===== src/rtl/multi_bin_threshold_trig_if.sv =====
// Signal bundle between the trigger block and its ADC/configuration source.
// Channel i of ADC and THRES sits at [i*ADC_WIDTH +: ADC_WIDTH].
interface multi_bin_threshold_trig_if #(
  parameter int NCHAN     = 3,
  parameter int ADC_WIDTH = 12
);
  localparam int CW = $clog2(NCHAN + 1);

  logic                       MODE40;
  logic [1:0]                 ENABLE40;
  logic [NCHAN*ADC_WIDTH-1:0] ADC;
  logic [NCHAN*ADC_WIDTH-1:0] THRES;
  logic [NCHAN-1:0]           TRIG_ENABLE;
  logic [CW-1:0]              MULTIPLICITY;
  logic [3:0]                 NBINS;
  logic [7:0]                 HOLDOFF;
  logic                       TRIG;
  logic [NCHAN-1:0]           PMT_TRIG;
  logic [15:0]                TRIG_COUNT;

  modport master (
    output MODE40, ENABLE40, ADC, THRES, TRIG_ENABLE, MULTIPLICITY, NBINS, HOLDOFF,
    input  TRIG, PMT_TRIG, TRIG_COUNT
  );

  modport slave (
    input  MODE40, ENABLE40, ADC, THRES, TRIG_ENABLE, MULTIPLICITY, NBINS, HOLDOFF,
    output TRIG, PMT_TRIG, TRIG_COUNT
  );
endinterface


===== src/rtl/multi_bin_threshold_trig.sv =====
// Multi-channel threshold trigger with multiplicity, time-over-threshold
// qualification, holdoff and one-trigger-per-excursion rearm.
module multi_bin_threshold_trig #(
  parameter int NCHAN     = 3,
  parameter int ADC_WIDTH = 12
) (
  input logic                  CLK120,
  input logic                  RESET,
  multi_bin_threshold_trig_if.slave bus
);
  localparam int CW = $clog2(NCHAN + 1);

  typedef enum logic [1:0] {IDLE, FIRE, HOLD, REARM} state_t;

  logic                       stb;
  logic [NCHAN*ADC_WIDTH-1:0] adc_q;
  logic [NCHAN*ADC_WIDTH-1:0] thres_q;
  logic [NCHAN-1:0]           over;
  logic [NCHAN-1:0]           pmt_q;
  logic [CW-1:0]              pop;
  logic [CW-1:0]              sum_q;
  logic                       itrig;
  logic [3:0]                 run_q;
  logic [3:0]                 nbins_eff;
  logic                       qual;
  logic [7:0]                 hcnt_q;
  logic [7:0]                 hcnt_d;
  logic [15:0]                count_q;
  logic                       trig;
  state_t                     state_q;
  state_t                     state_d;

  assign stb = bus.MODE40 ? (bus.ENABLE40 == 2'd0) : 1'b1;

  always_comb begin
    over = '0;
    for (int i = 0; i < NCHAN; i++) begin
      over[i] = (adc_q[i*ADC_WIDTH +: ADC_WIDTH] > thres_q[i*ADC_WIDTH +: ADC_WIDTH])
                && bus.TRIG_ENABLE[i];
    end
  end

  always_comb begin
    pop = '0;
    for (int i = 0; i < NCHAN; i++) begin
      pop = pop + CW'(pmt_q[i]);
    end
  end

  // The multiplicity decision is combinational on the registered sum so that
  // the run counter is the fourth registered stage after the ADC capture.
  assign itrig     = (sum_q >= bus.MULTIPLICITY) && (bus.MULTIPLICITY != '0);
  assign nbins_eff = (bus.NBINS == 4'd0) ? 4'd1 : bus.NBINS;
  assign qual      = (run_q >= nbins_eff);

  always_ff @(posedge CLK120) begin
    if (RESET) begin
      adc_q   <= '0;
      thres_q <= '0;
      pmt_q   <= '0;
      sum_q   <= '0;
      run_q   <= '0;
    end else if (stb) begin
      adc_q   <= bus.ADC;
      thres_q <= bus.THRES;
      pmt_q   <= over;
      sum_q   <= pop;
      if (itrig) begin
        run_q <= (run_q == 4'd15) ? 4'd15 : run_q + 4'd1;
      end else begin
        run_q <= '0;
      end
    end
  end

  always_ff @(posedge CLK120) begin
    if (RESET) begin
      state_q <= IDLE;
      hcnt_q  <= '0;
      count_q <= '0;
    end else begin
      state_q <= state_d;
      hcnt_q  <= hcnt_d;
      if ((state_q == FIRE) && (count_q != 16'hFFFF)) begin
        count_q <= count_q + 16'd1;
      end
    end
  end

  // FIRE is left after one CLK120 cycle regardless of the sample tick, so the
  // pulse stays one system cycle wide in 40 MHz mode too.
  always_comb begin
    state_d = state_q;
    hcnt_d  = hcnt_q;
    trig    = 1'b0;
    unique case (state_q)
      IDLE: begin
        if (qual) state_d = FIRE;
      end
      FIRE: begin
        trig    = 1'b1;
        hcnt_d  = bus.HOLDOFF;
        state_d = (bus.HOLDOFF != 8'd0) ? HOLD : REARM;
      end
      HOLD: begin
        if (stb) begin
          hcnt_d = hcnt_q - 8'd1;
          if (hcnt_q <= 8'd1) state_d = REARM;
        end
      end
      REARM: begin
        if (!qual) state_d = IDLE;
      end
      default: state_d = IDLE;
    endcase
  end

  assign bus.TRIG       = trig;
  assign bus.PMT_TRIG   = pmt_q;
  assign bus.TRIG_COUNT = count_q;

endmodule


===== src/flat_wrapper.sv =====
// flat-port wrapper written by rule: the top's interface ports become plain ports
module multi_bin_threshold_trig_flat 
#(
  parameter int NCHAN     = 3,
  parameter int ADC_WIDTH = 12
)
  (CLK120, RESET, bus_MODE40, bus_ENABLE40, bus_ADC, bus_THRES, bus_TRIG_ENABLE, bus_MULTIPLICITY, bus_NBINS, bus_HOLDOFF, bus_TRIG, bus_PMT_TRIG, bus_TRIG_COUNT);
  multi_bin_threshold_trig_if #(.NCHAN(NCHAN), .ADC_WIDTH(ADC_WIDTH)) bus_i ();
  input logic CLK120;
  input logic RESET;
  input wire logic [$bits(bus_i.MODE40)-1:0] bus_MODE40;
  input wire logic [$bits(bus_i.ENABLE40)-1:0] bus_ENABLE40;
  input wire logic [$bits(bus_i.ADC)-1:0] bus_ADC;
  input wire logic [$bits(bus_i.THRES)-1:0] bus_THRES;
  input wire logic [$bits(bus_i.TRIG_ENABLE)-1:0] bus_TRIG_ENABLE;
  input wire logic [$bits(bus_i.MULTIPLICITY)-1:0] bus_MULTIPLICITY;
  input wire logic [$bits(bus_i.NBINS)-1:0] bus_NBINS;
  input wire logic [$bits(bus_i.HOLDOFF)-1:0] bus_HOLDOFF;
  output wire logic [$bits(bus_i.TRIG)-1:0] bus_TRIG;
  output wire logic [$bits(bus_i.PMT_TRIG)-1:0] bus_PMT_TRIG;
  output wire logic [$bits(bus_i.TRIG_COUNT)-1:0] bus_TRIG_COUNT;
  assign bus_i.MODE40 = bus_MODE40;
  assign bus_i.ENABLE40 = bus_ENABLE40;
  assign bus_i.ADC = bus_ADC;
  assign bus_i.THRES = bus_THRES;
  assign bus_i.TRIG_ENABLE = bus_TRIG_ENABLE;
  assign bus_i.MULTIPLICITY = bus_MULTIPLICITY;
  assign bus_i.NBINS = bus_NBINS;
  assign bus_i.HOLDOFF = bus_HOLDOFF;
  assign bus_TRIG = bus_i.TRIG;
  assign bus_PMT_TRIG = bus_i.PMT_TRIG;
  assign bus_TRIG_COUNT = bus_i.TRIG_COUNT;
  multi_bin_threshold_trig #(.NCHAN(NCHAN), .ADC_WIDTH(ADC_WIDTH)) u_core (.CLK120(CLK120), .RESET(RESET), .bus(bus_i));
endmodule

===== config.mk =====
export PLATFORM = sky130hd
export DESIGN_NAME = multi_bin_threshold_trig_flat
export DESIGN_NICKNAME = d
export VERILOG_FILES = /design/src/rtl/multi_bin_threshold_trig_if.sv /design/src/rtl/multi_bin_threshold_trig.sv /design/src/flat_wrapper.sv
export SDC_FILE = /design/constraint.sdc
export NUM_CORES = 1
export LEC_CHECK = 0
export ABC_AREA = 1
export CAP_MARGIN = 0
export CORE_MARGIN = 5
export CORE_UTILIZATION = 55
export CTS_BUF_LIST = sky130_fd_sc_hd__clkbuf_8
export CTS_CLUSTER_DIAMETER = 150
export DETAILED_ROUTE_END_ITERATION = 10
export GPL_TIMING_DRIVEN = 0
export PLACE_DENSITY = 0.87
export SETUP_SLACK_MARGIN = 0.5
export SYNTH_ARGS = -nofsm -noshare
export SYNTH_HDL_FRONTEND = slang
export SYNTH_SLANG_ARGS = --single-unit

===== constraint.sdc =====
create_clock -name CLK120 -period 3.3 [get_ports CLK120]
set_input_delay 0.66 -clock CLK120 [delete_from_list [all_inputs] [get_ports CLK120]]
set_output_delay 0.66 -clock CLK120 [all_outputs]
set_load 0.01 [all_outputs]

==> results of run 1 <==
## report_power, final
part	switching, W	total (W)	internal (W)
combinational	0.000557	0.000966	0.000410
sequential	0.0000820	0.00150	0.00142
clock	0.000465	0.000821	0.000357
## layer usage
metal,share of wire,track usage
met1,0.47,0.318
met2,0.47,0.393
met3,0.044,0.0373
met4,0.013,0.0572
met5,0,0
## tightest hold or removal path: stages (launching register included)
cell     delay (ns)
dfxtp_1        0.31
inv_1          0.06
a21oi_1        0.06
## sequential cells by signal, summed over array words and instances, names as in the netlist
signal and flops:
u_core.adc_q 36, u_core.bus.TRIG_COUNT 16, u_core.sum_q 2, u_core.run_q 4, u_core.hcnt_q 8, u_core.state_q 2, u_core.thres_q 36, u_core.bus.PMT_TRIG 3
## area by class of cell
type / instances / area (µm²)
Multi-Input combinational cell: 532 / 2870
Fill cell: 840 / 2760
Sequential cell: 107 / 2140
Timing Repair Buffer: 112 / 1120
Inverter: 97 / 364
Tap cell: 133 / 166
Buffer: 33 / 154
Clock buffer: 9 / 124
Clock inverter: 6 / 75.1
## how the worst max path moves through the flow
stage,cells past startpoint,startpoint,end
floorplan,9,bus_NBINS[3],u_core.state_q[0]
global placement,10,bus_NBINS[3],u_core.state_q[0]
detailed placement,11,bus_NBINS[3],u_core.state_q[1]
CTS,3,u_core.state_q[1],bus_TRIG
global route,3,u_core.state_q[1],bus_TRIG
finish,3,u_core.state_q[1],bus_TRIG
## kinds of logic (layout without fill, tap and decap cells)
kind of cell / after synthesis / in the layout
compound gates: 199 / 199
xor+xnor: 6 / 6
fa+ha+maj: 52 / 52
buf+inv: 130 / 257
flops: 107 / 107
simple gates: 275 / 275
## per-stage QoR
stage	setup slack, ns	total power [W]
final	0.881	0.00329
after CTS	0.886	0.00329
after global placement	0.974	0.00245
after floorplan	1.55	0.00215
after global routing	0.779	0.00350
after detailed placement	0.939	0.00248
## cells in the final DEF, fill, tap and decap left out, types with 2 or more instances in the layout
cell type / Yosys / final
nor2_1: 113 / 113
clkdlybuf4s50_1: 0 / 112
o21ai_0: 110 / 110
nand2_1: 109 / 109
dfxtp_1: 107 / 107
inv_1: 95 / 95
a21oi_1: 80 / 80
ha_1: 51 / 51
nand3_1: 23 / 23
clkbuf_1: 21 / 21
nor3_1: 14 / 14
buf_2: 9 / 9
nand4_1: 9 / 9
clkbuf_8: 0 / 9
xor2_1: 5 / 5
o21ai_1: 3 / 3
clkinv_4: 0 / 3
inv_2: 2 / 2
nor2_2: 2 / 2
nand3_2: 2 / 2
buf_6: 2 / 2
a31oi_1: 2 / 2
==> results.cfg, run 1 <==
[floorplanning]
die_area_um2 = 12200
start_util = 0.565
die_h_um = 110
rows = 36
io_pins = 114
die_w_um = 110
core_area_um2 = 9770

[synth]
synth_top_family_by_area = simple AND/OR/NAND/NOR gates
postSynthAreaPerCell_um2 = 7.19
synthTopCellsByArea = dfxtp_1 (39%), ha_1 (12%), o21ai_0 (10%)
synth_xor_area_frac = 0.00951
ys.flop_type = dfxtp_1
synth_seq_cells = 107
yosysTopAreaCell = dfxtp_1
synthCells = 769
synth_edf_count = 0
async_flop_share = 0
synth_compound_area_frac = 0.183
yosys.area_share.simple = 0.207
seq_area_frac_synth = 0.388
synthAdderAreaFrac = 0.119
synth.most_common_cell = nor2_1
synth_top_area_share = 0.388
netlist_area_um2 = 5530
synth_mux_area_frac = 0
ys_types = 29
ys_top_cells_by_count = nor2_1 (113), o21ai_0 (110), nand2_1 (109)
syn_nets = 915
ys_warn_count = 0

[clock_tree]
clock_path_buffers = 2
path_clk_slew_ns = 0.10
cts_hold_buf = 0
cts_setup_buffers = 0
clock_sinks = 107
cts_resized = 0
clkLatencyLatePin_ns = 0.37
cts-root-buf = clkbuf_8
numCtsBuffers = 9
cts_tree = built
cts-htree-levels = 3

[worst_setup_path]
worstReg2RegEnd = u_core.hcnt_q[6]
crit_buf_inv = 2
cp_data_arrival_time_ns = 1.76
cp_cell_sequence = inv_1 > ha_1 > clkdlybuf4s50_1
cpMaxStageDelayCell = clkdlybuf4s50_1
crit_path_end_kind = output pin
max_stage_delay_ns = 0.60
rr_worst_depth = 7
critPathLaunchType = flip-flop
crit_family = buffers and inverters
cp_max_fo = 4
ff2ff_setup_slack_ns = 1.43
r2r-start = u_core.state_q[1]
path_class = reg -> out
critPathRequiredTime_ns = 2.64

[layout]
area_delta_synth_final_pct = 26.9
finalNonFillerCells = 1029
nets = 1038
design_area_um2 = 7010
drive_above_1_share = 0.0424
utilization = 0.717
diodes = 0

[sta]
slew_headroom = 0.664
setup_viol = 0
grt_setup_unrepaired = no
hold_viol_final = 0
fin_crit_sh = 0.733
maxSlewViolCount = 0
tightest_slew_ns = 0.504
finalCriticalPeriod_ns = 2.42
fin_worst_skew_ns = 0.00972
setup-tns-final_ns = 0
max_freq_mhz = 413
hold_slack_ns = 0.464

[flow_run]
drv_cap = 0

[power]
power_density_nw_per_um2 = 468
ir_worst_vdd_mv = 0.371
leakagePower_nw = 2.99

[grt]
grt_pass1_wl_um = 22700
antenna_found_initial = 0
grt_overflow = 0
grt_pass1_vias = 4929
grtUsageTotal = 0.235
grt_max_degree = 19

[drt]
first_pass_iters = 5
vias = 5260
routed_wl_um = 13900
wl_per_cell_um = 13.5
drt-initial-drc-count = 207
ant_nets = 0
via_per_inst = 5.11
drc_errors = 0

[min_path]
hold_start = u_core.adc_q[12]
whs_path_depth = 2
hold_class = reg -> reg
min_delay_worst_endpoint = u_core.adc_q[12]

[place]
placed_area_um2 = 6810
post-dp-hpwl_um = 10800
place_congestion = 0.845
io_buffers = 112
dp_cells = 1014

[outcome]
status = completed
Power figures use the tool's default switching activity.
==> inputs of run 2 (changes only) <==
Settings changed: CORE_UTILIZATION 55 to 48, PLACE_DENSITY 0.87 to 0.81.
Clock period 3.3 ns to 2.2 ns, I/O delays scaled along.
==> run 2 against run 1 <==
Global-route usage shrank 3.1 points. Final cell count grew 0.78%. Clock power grew 40%. Register-to-register slack lost 0.79 ns. Via count grew 1.8%. Final area grew 0.98%. First-iteration DRC count grew 69%. Sequential share of layout area is essentially flat. Clock-buffer cell count is the same. Die area grew 13%.
==> results.cfg, run 2 (synthesis results as in run 1) <==
[outcome]
status = completed

[layout]
final_cell_mix = nor2_1 (113), o21ai_0 (110), nand2_1 (109)
area_delta_synth_final_pct = 28.1
finalNonFillerCells = 1037
final_common_cell = nor2_1
drive_above_1_share = 0.0761
diodes = 0
nets = 1038

[clock_tree]
cts-root-buf = clkbuf_8
cts_setup_buffers = 0
numCtsBuffers = 9
cts-htree-levels = 3
clock_path_buffers = 2
cts_tree = built
clock_sinks = 107
path_clk_slew_ns = 0.10
clkLatencyLatePin_ns = 0.38
cts_hold_buf = 0

[worst_setup_path]
crit_path_end_kind = flip-flop
max_stage_delay_ns = 0.45
cp_cell_sequence = clkdlybuf4s50_1 > o21ai_1 > buf_4 > inv_2 > buf_2 > buf_2 > a21oi_1
worstReg2RegEnd = u_core.hcnt_q[5]
cp_max_fo = 10
rr_worst_depth = 6
critPathLaunchType = input port
path_class = in -> reg
cpMostUsedCell = buf_2
ff2ff_setup_slack_ns = 0.64
cp_data_arrival_time_ns = 1.96
cpMaxStageDelayCell = clkdlybuf4s50_1
r2r-start = u_core.state_q[0]
critPathRequiredTime_ns = 2.47

[flow_run]
drv_cap = 0

[drt]
wl_met2_um = 6640
via_per_inst = 5.16
dr_wl_met3_um = 819
wl_per_cell_um = 13.8
drc_errors = 0
ant_nets = 0
drt-met1-wl_um = 6600
drt-initial-drc-count = 349
routed_wl_um = 14300
vias = 5354
top_layer = met4
first_pass_iters = 5

[sta]
maxSlewViolCount = 0
hold_viol_final = 0
slew_headroom = 0.659
tightest_slew_ns = 0.511
setup_viol = 0
max_freq_mhz = 591
fin_worst_skew_ns = 0.0115
grt_setup_unrepaired = yes
setup-tns-final_ns = 0
fin_crit_sh = 0.769
finalCriticalPeriod_ns = 1.69

[power]
p_sw_w = 0.00162
ir_worst_vdd_mv = 0.501
leakagePower_nw = 3.12
p_seq_frac = 0.463
swShare = 0.332
power_density_nw_per_um2 = 688
clockPowerShare = 0.235
combPwrFrac = 0.302
p_int_w = 0.00325

[floorplanning]
die_area_um2 = 13800
die_w_um = 117
core_area_um2 = 11400
start_util = 0.486
rows = 39
io_pins = 114
die_h_um = 117

[grt]
grt_max_degree = 16
grt_pass1_vias = 4978
antenna_found_initial = 0
grt_pass1_wl_um = 23600
grt_overflow = 0
grtUsageTotal = 0.204

[min_path]
hold_class = in -> reg
hold_start = RESET
whs_path_depth = 2
min_delay_worst_endpoint = u_core.bus.TRIG_COUNT[15]

[place]
dp_cells = 1024
io_buffers = 112
post-dp-hpwl_um = 10900
place_congestion = 0.888
==> run 2: cell count changes in the layout (fill, tap and decap cells not counted), sizes merged <==
cell,previous run,this run
buf,12,13
clkdlybuf4s50,112,89
clkinv,3,1
dlygate4sd2,0,19
dlymetal6s2s,0,3
==> run 2: metrics by stage <==
step                cell area, µm²  hold WS, ns  total power, W  utilization  worst slack [ns]
floorplan                     5530        0.433         0.00323            -             0.666
global placement              6830        0.444         0.00369        0.600            0.0988
detailed placement            6830        0.452         0.00373        0.600            0.0865
CTS                           7010        0.374         0.00488        0.616             0.392
global route                  7080        0.411         0.00523        0.623             0.438
finish                        7080        0.377         0.00487        0.623             0.509
==> run 2: power by group through the flow <==
stage	registers, W	logic, W	clock network [W]
floorplan	0.00226	0.000967	0
global placement	0.00228	0.00140	0
detailed placement	0.00229	0.00144	0
CTS	0.00225	0.00145	0.00118
global route	0.00228	0.00169	0.00126
finish	0.00226	0.00147	0.00115
==> run 2: metal layers <==
layer	global-route usage	vias up
met3	0.0573	19
met2	0.321	135
met4	0.0580	0
met5	0	-
met1	0.273	2454
li1	-	2746
==> run 2: worst max path at each step <==
stage | from | endpoint | slack, ns | cells after the start
floorplan | bus_NBINS[3] | u_core.state_q[0] | 0.67 | 9
global placement | bus_NBINS[3] | u_core.state_q[0] | 0.1 | 10
detailed placement | bus_ENABLE40[1] | u_core.sum_q[0] | 0.09 | 7
CTS | u_core.state_q[1] | bus_TRIG | 0.39 | 3
global route | bus_ENABLE40[1] | u_core.adc_q[1] | 0.44 | 8
finish | bus_ENABLE40[1] | u_core.thres_q[28] | 0.51 | 7
==> run 2: cell type report <==
class	count	area (µm²)
fillers	1036	4290
multi-input cells	532	2940
flip-flops and latches	107	2160
repair buffers	112	1100
inverters	97	364
well taps	143	179
plain buffers	33	163
clock buffers	9	124
clock inverters	4	46.3
==> run 2: worst max-delay path, delay by kind of cell <==
kind | cells | cell delay [ns]
buffers and inverters | 5 | 1.29
AO/OA/AOI/OAI | 2 | 0.20
==> run 2: what timing repair did <==
action,CTS,global route
endpoints found under the setup margin,30,50
cloned,0,0
resized for setup,40,28
hold endpoints to repair,0,0
pin swaps,0,6
